`src/rtl/control_pipe_unit.sv`:
```
// Decode of op/fn3/fn7[5] plus E/M/W control registers; optional illegal trap under CTRL_ILLEGAL_TRAP_EN.
// imm_src_d/illegal_d combinational, D->E->M->W one cycle each; stall_e holds E and bubbles M, flush_e bubbles E.
module control_pipe_unit #(
  parameter int ALU_CTRL_W   = 4,
  parameter int IMM_SRC_W    = 3,
  parameter int RESULT_SRC_W = 2
) (
  input  logic                    clk,
  input  logic                    rst,
  input  logic [6:0]              op_d,
  input  logic [2:0]              fn3_d,
  input  logic                    fn7_5_d,
  input  logic                    valid_d,
  input  logic                    stall_e,
  input  logic                    flush_e,
  output logic [IMM_SRC_W-1:0]    imm_src_d,
  output logic                    illegal_d,
  output logic                    valid_e,
  output logic [ALU_CTRL_W-1:0]   alu_control_e,
  output logic                    alu_src_e,
  output logic                    branch_e,
  output logic                    jump_e,
  output logic [2:0]              branch_fn3_e,
  output logic                    valid_m,
  output logic                    mem_write_m,
  output logic [RESULT_SRC_W-1:0] result_src_m,
  output logic                    reg_write_m,
  output logic                    valid_w,
  output logic [RESULT_SRC_W-1:0] result_src_w,
  output logic                    reg_write_w
`ifdef CTRL_ILLEGAL_TRAP_EN
  ,
  output logic                    illegal_e,
  output logic                    trap_sticky
`endif
);

  localparam logic [3:0] ALU_ADD = 4'd0, ALU_SUB = 4'd1, ALU_AND = 4'd2, ALU_OR = 4'd3,
                         ALU_XOR = 4'd4, ALU_SLT = 4'd5, ALU_SLL = 4'd6, ALU_SRL = 4'd7,
                         ALU_SRA = 4'd8, ALU_SLTU = 4'd9, ALU_PASSB = 4'd10;

  logic       reg_write_dec, alu_src_dec, mem_write_dec, branch_dec, jump_dec;
  logic [2:0] imm3;
  logic [1:0] res2, alu_op;
  logic [3:0] alu4;

  always_comb begin
    reg_write_dec = 1'b0;
    imm3          = 3'b000;
    alu_src_dec   = 1'b0;
    mem_write_dec = 1'b0;
    res2          = 2'b00;
    branch_dec    = 1'b0;
    jump_dec      = 1'b0;
    alu_op        = 2'b00;
    illegal_d     = 1'b0;
    case (op_d)
      7'b0000011: begin reg_write_dec = 1'b1; alu_src_dec = 1'b1; res2 = 2'b01; end
      7'b0100011: begin imm3 = 3'b001; alu_src_dec = 1'b1; mem_write_dec = 1'b1; end
      7'b0110011: begin reg_write_dec = 1'b1; alu_op = 2'b10; end
      7'b0010011: begin reg_write_dec = 1'b1; alu_src_dec = 1'b1; alu_op = 2'b10; end
      7'b1100011: begin imm3 = 3'b010; branch_dec = 1'b1; alu_op = 2'b01; end
      7'b1101111: begin reg_write_dec = 1'b1; imm3 = 3'b011; res2 = 2'b10; jump_dec = 1'b1; end
      7'b0110111: begin reg_write_dec = 1'b1; imm3 = 3'b100; alu_src_dec = 1'b1; alu_op = 2'b11; end
      default:    illegal_d = 1'b1;
    endcase
  end

  assign imm_src_d = IMM_SRC_W'(imm3);

  // Only register-register add becomes sub on fn7[5]; addi ignores that bit.
  always_comb begin
    alu4 = ALU_ADD;
    case (alu_op)
      2'b00: alu4 = ALU_ADD;
      2'b01: alu4 = ALU_SUB;
      2'b11: alu4 = ALU_PASSB;
      default: begin
        case (fn3_d)
          3'b000:  alu4 = (op_d == 7'b0110011 && fn7_5_d) ? ALU_SUB : ALU_ADD;
          3'b001:  alu4 = ALU_SLL;
          3'b010:  alu4 = ALU_SLT;
          3'b011:  alu4 = ALU_SLTU;
          3'b100:  alu4 = ALU_XOR;
          3'b101:  alu4 = fn7_5_d ? ALU_SRA : ALU_SRL;
          3'b110:  alu4 = ALU_OR;
          default: alu4 = ALU_AND;
        endcase
      end
    endcase
  end

  logic                    e_valid_n, e_alu_src_n, e_branch_n, e_jump_n, e_mem_write_n, e_reg_write_n;
  logic [ALU_CTRL_W-1:0]   e_alu_n;
  logic [2:0]              e_fn3_n;
  logic [RESULT_SRC_W-1:0] e_res_n;
  logic                    mem_write_e, reg_write_e;
  logic [RESULT_SRC_W-1:0] result_src_e;

  // An empty D slot or an illegal opcode yields zero control fields.
  always_comb begin
    e_valid_n     = valid_d;
    e_alu_n       = '0;
    e_alu_src_n   = 1'b0;
    e_branch_n    = 1'b0;
    e_jump_n      = 1'b0;
    e_fn3_n       = 3'b000;
    e_mem_write_n = 1'b0;
    e_res_n       = '0;
    e_reg_write_n = 1'b0;
    if (valid_d && !illegal_d) begin
      e_alu_n       = ALU_CTRL_W'(alu4);
      e_alu_src_n   = alu_src_dec;
      e_branch_n    = branch_dec;
      e_jump_n      = jump_dec;
      e_fn3_n       = fn3_d;
      e_mem_write_n = mem_write_dec;
      e_res_n       = RESULT_SRC_W'(res2);
      e_reg_write_n = reg_write_dec;
    end
  end

  always_ff @(posedge clk) begin
    if (rst || flush_e) begin
      valid_e       <= 1'b0;
      alu_control_e <= '0;
      alu_src_e     <= 1'b0;
      branch_e      <= 1'b0;
      jump_e        <= 1'b0;
      branch_fn3_e  <= 3'b000;
      mem_write_e   <= 1'b0;
      result_src_e  <= '0;
      reg_write_e   <= 1'b0;
    end else if (!stall_e) begin
      valid_e       <= e_valid_n;
      alu_control_e <= e_alu_n;
      alu_src_e     <= e_alu_src_n;
      branch_e      <= e_branch_n;
      jump_e        <= e_jump_n;
      branch_fn3_e  <= e_fn3_n;
      mem_write_e   <= e_mem_write_n;
      result_src_e  <= e_res_n;
      reg_write_e   <= e_reg_write_n;
    end
  end

  logic squash_m;
`ifdef CTRL_ILLEGAL_TRAP_EN
  assign squash_m = illegal_e;

  always_ff @(posedge clk) begin
    if (rst) begin
      illegal_e   <= 1'b0;
      trap_sticky <= 1'b0;
    end else begin
      if (flush_e)       illegal_e <= 1'b0;
      else if (!stall_e) illegal_e <= valid_d && illegal_d;
      if (valid_e && illegal_e) trap_sticky <= 1'b1;
    end
  end
`else
  assign squash_m = 1'b0;
`endif

  // A held E must not be duplicated into M, so M takes a bubble while stalled.
  always_ff @(posedge clk) begin
    if (rst || (stall_e && !flush_e)) begin
      valid_m      <= 1'b0;
      mem_write_m  <= 1'b0;
      result_src_m <= '0;
      reg_write_m  <= 1'b0;
    end else begin
      valid_m      <= valid_e && !squash_m;
      mem_write_m  <= mem_write_e;
      result_src_m <= result_src_e;
      reg_write_m  <= reg_write_e;
    end
  end

  always_ff @(posedge clk) begin
    if (rst) begin
      valid_w      <= 1'b0;
      result_src_w <= '0;
      reg_write_w  <= 1'b0;
    end else begin
      valid_w      <= valid_m;
      result_src_w <= result_src_m;
      reg_write_w  <= reg_write_m;
    end
  end

endmodule

```
`config.mk`:
```
export PLATFORM = sky130hd
export DESIGN_NAME = control_pipe_unit
export DESIGN_NICKNAME = d
export VERILOG_FILES = /design/src/rtl/control_pipe_unit.sv
export SDC_FILE = /design/constraint.sdc
export NUM_CORES = 1
export LEC_CHECK = 0
export ABC_AREA = 1
export ABC_CLOCK_PERIOD_IN_PS = 1050
export BUFFER_PORTS_ARGS = -buffer_cell sky130_fd_sc_hd__buf_2
export CAP_MARGIN = 20
export CELL_PAD_IN_SITES_DETAIL_PLACEMENT = 1
export CELL_PAD_IN_SITES_GLOBAL_PLACEMENT = 1
export CORE_MARGIN = 5
export CORE_UTILIZATION = 30
export CTS_CLUSTER_DIAMETER = 60
export DETAILED_ROUTE_END_ITERATION = 12
export PLACE_DENSITY = 0.72
export SETUP_SLACK_MARGIN = 0.02
export SLEW_MARGIN = 10
export SYNTH_ARGS = -nofsm -noshare
export SYNTH_HDL_FRONTEND = slang
export SYNTH_SLANG_ARGS = --single-unit
```
`constraint.sdc`:
```
create_clock -name clk -period 1.05 [get_ports clk]
set_input_delay 0.21 -clock clk [delete_from_list [all_inputs] [get_ports clk]]
set_output_delay 0.21 -clock clk [all_outputs]
set_load 0.005 [all_outputs]
```
==> key figures <==
Floorplan
  • Die X: 72.6 um
  • Io pins: 40
  • Rows: 22
  • Die Y: 72.6 um
  • Starting density of the core: 31.6%
  • DIE AREA: 5270 um^2
  • Core area: 3720 um^2

Routing
  • Via count: 1,567
  • Routed wire length: 6380 um
  • DRC: 0
  • 1st-pass router iterations: 4
  • DR vias/cell: 5.26
  • Avg WL per Cell: 21.4 um
  • DRT antenna net count: 0
  • Initial DRC Count: 79

Power and ir drop
  • P_int: 1.60 mW
  • Power per cell area: 984 nW/um^2
  • Seq pwr share: 42.4%
  • Share of total power in the clock network: 38.4%
  • Peak supply drop: 0.420 mV
  • Combinational fraction of design power: 19.2%
  • Tot Pwr: 2.16 mW
  • Psw: 0.560 mW
  • Sw Ratio: 26.0%
  • Leakage power: 1.07 nW

Yosys
  • Syn. warnings: 0
  • Sequential cell area fraction in the yosys report: 40.9%
  • #FFs+latches synth: 24
  • Syn nets: 185
  • Synth top area cells: dfxtp_1 41%, nand2_1 13%, inv_1 8.0%
  • Gate count of the mapped netlist: 169
  • Area leader, netlist: dfxtp_1
  • Syn Area/Cell: 6.95 um^2
  • Top-area cell type share of the netlist area: 40.9%
  • Count of cell types in the netlist: 22
  • Synthesized cell area: 1170 um^2

Global route
  • Largest net degree at the start of global routing: 15
  • First-pass GRT wire length: 8270 um
  • Initial antenna violation count: 0
  • GR Overflow Total: 0
  • Vias in the first global route: 1,631
  • GRT Total Usage: 20.5%

Worst setup path
  • Crit Path Class: input pin to register
  • Required @ worst endpoint: 1.25 ns
  • Crit path max fanout: 5
  • Critical Path AT: 1.54 ns
  • CP Capture Type: register
  • Worst setup SP type: input pin

STA
  • Final Max Slew Viols: 0
  • Worst-Margin Slew: 0.406 ns
  • Crit path time final: 1.33 ns
  • Max Clk Rate: 750 MHz
  • RSZ-0062 raised after global routing: yes
  • Clock skew: 0.00494 ns
  • Final hold vios: 0
  • Slew Limit Headroom: 72.9%
  • Setup violators final: 15
  • Final worst path period share: 127%
  • Hold slack: 0.176 ns
  • Final setup margin: -0.283 ns

Layout
  • Diode count: 0
  • Nets@finish: 267
  • Final Util: 59.0%
  • Layout cell share with drive strength beyond 1: 56.0%
  • Commonest non-fill, non-tap cell in the layout: buf_4
  • Commonest cells after routing, fill and taps aside: 35 x buf_4, 30 x buf_2, 27 x nand2_1
  • Non-Filler Instances: 298
  • P&R area growth vs syn: 86.7%

Placed design
  • DP HPWL: 3100 um
  • Dpl cells: 272
  • PortBufs: 39
  • Pre-CTS setup slack: -0.338 ns
  • RD Place Congestion: 0.830

Run status
  • Failing checks: negative setup slack
  • Outcome: finished, violations left

Clock tree
  • Skew-Pair Late Insertion Delay: 0.27 ns
  • Sinks on Clock Net: 24
  • TritonCTS Buffers: 3
  • Clock slew at the register clock pins of the worst setup and hold paths: 0.09 ns
  • H-Tree Depth: 1
  • CTS Buffer Depth: 2
  • Clock Tree Root: clkbuf_8
  • CTS tree: yes

Hold path
  • Hold WC Path Type: input pin to register

Flow run
  • Maxcap violations: 0
## Yosys cell counts
library cell and instances:
nand2_1 40, nor3_1 5, o21ai_0 3, nand2_4 1, inv_1 25, o211ai_1 1
nand4_1 2, nand2_2 3, nand3_1 12, nor2_1 19, nand3_2 4, o21ai_2 1
a211oi_1 1, nor2_8 1, nor2_2 1, or2_2 1, o21bai_1 1, clkbuf_1 3
inv_2 2, a21oi_1 16, nor2_4 3, dfxtp_1 24
## critical path: stages
cell and delay [ns]:
buf_6 0.12, nor3_4 0.34, nand2_8 0.09, nand3_4 0.11, nor2_4 0.05, buf_6 0.13
nor2_8 0.16, nand3_2 0.12, a21oi_2 0.19
## per-layer routing
metal / GRT usage, % / vias to the layer above / share of wire [%]
met5: 0 / - / 0
met4: 10.5 / 0 / 7.0
met3: 2.89 / 37 / 5.1
met2: 38.7 / 80 / 51
met1: 21.8 / 754 / 37
li1: - / 696 / -
## power by group through the flow
stage	clock, mW	combinational (mW)	sequential, mW
3_3_place_gp	0	0.246	0.936
2_1_floorplan	0	0.120	0.937
5_1_grt	0.861	0.435	0.916
6_report	0.828	0.414	0.916
4_1_cts	0.810	0.334	0.915
3_5_place_dp	0	0.261	0.936
## sequential cells by signal, summed over array words and instances (netlist names), 2 cells and up
name           cells
alu_control_e      4
result_src_m       2
branch_fn3_e       3
result_src_e       2
result_src_w       2
## final cells by class
class,count,area [um^2]
fill,456,1520
multi-input combinational,116,833
timing repair buffer,79,614
sequential,24,480
inverter,27,134
tap,48,60.1
clock buffer,3,41.3
clock inverter,1,30.0
## timing repair
action                     4_1_cts  5_1_grt
setup endpoints to repair       13       17
gates resized for setup         45       35
cloned                           1        0
buffers inserted                15        7
hold buffers                     0        0
pin swaps                       15       17
## cells by family after synthesis
| group | share of synthesized area, % |
|---|---|
| compound gates | 10.8 |
| buf+inv | 9.58 |
| flops | 40.9 |
| simple gates | 38.8 |
## per-stage QoR
stage               area [um^2]  TNS (ns)
floorplan                  1240   -0.0138
global placement           1640     -3.26
detailed placement         1640     -4.28
CTS                        1980     -1.18
global route               2190     -3.20
finish                     2190     -2.67
## path summary, 6_finish.rpt
kind / from / endpoint / slack, ns / cells past startpoint
min: rst / result_src_w[1] / 0.18 / 2
max reg2reg: result_src_e[0] / result_src_e[0] / 0.32 / 2
max: op_d[6] / result_src_e[0] / -0.28 / 9
min reg2reg: mem_write_e / mem_write_m / 0.44 / 2
Note: power is estimated with default switching activity, not from simulation.
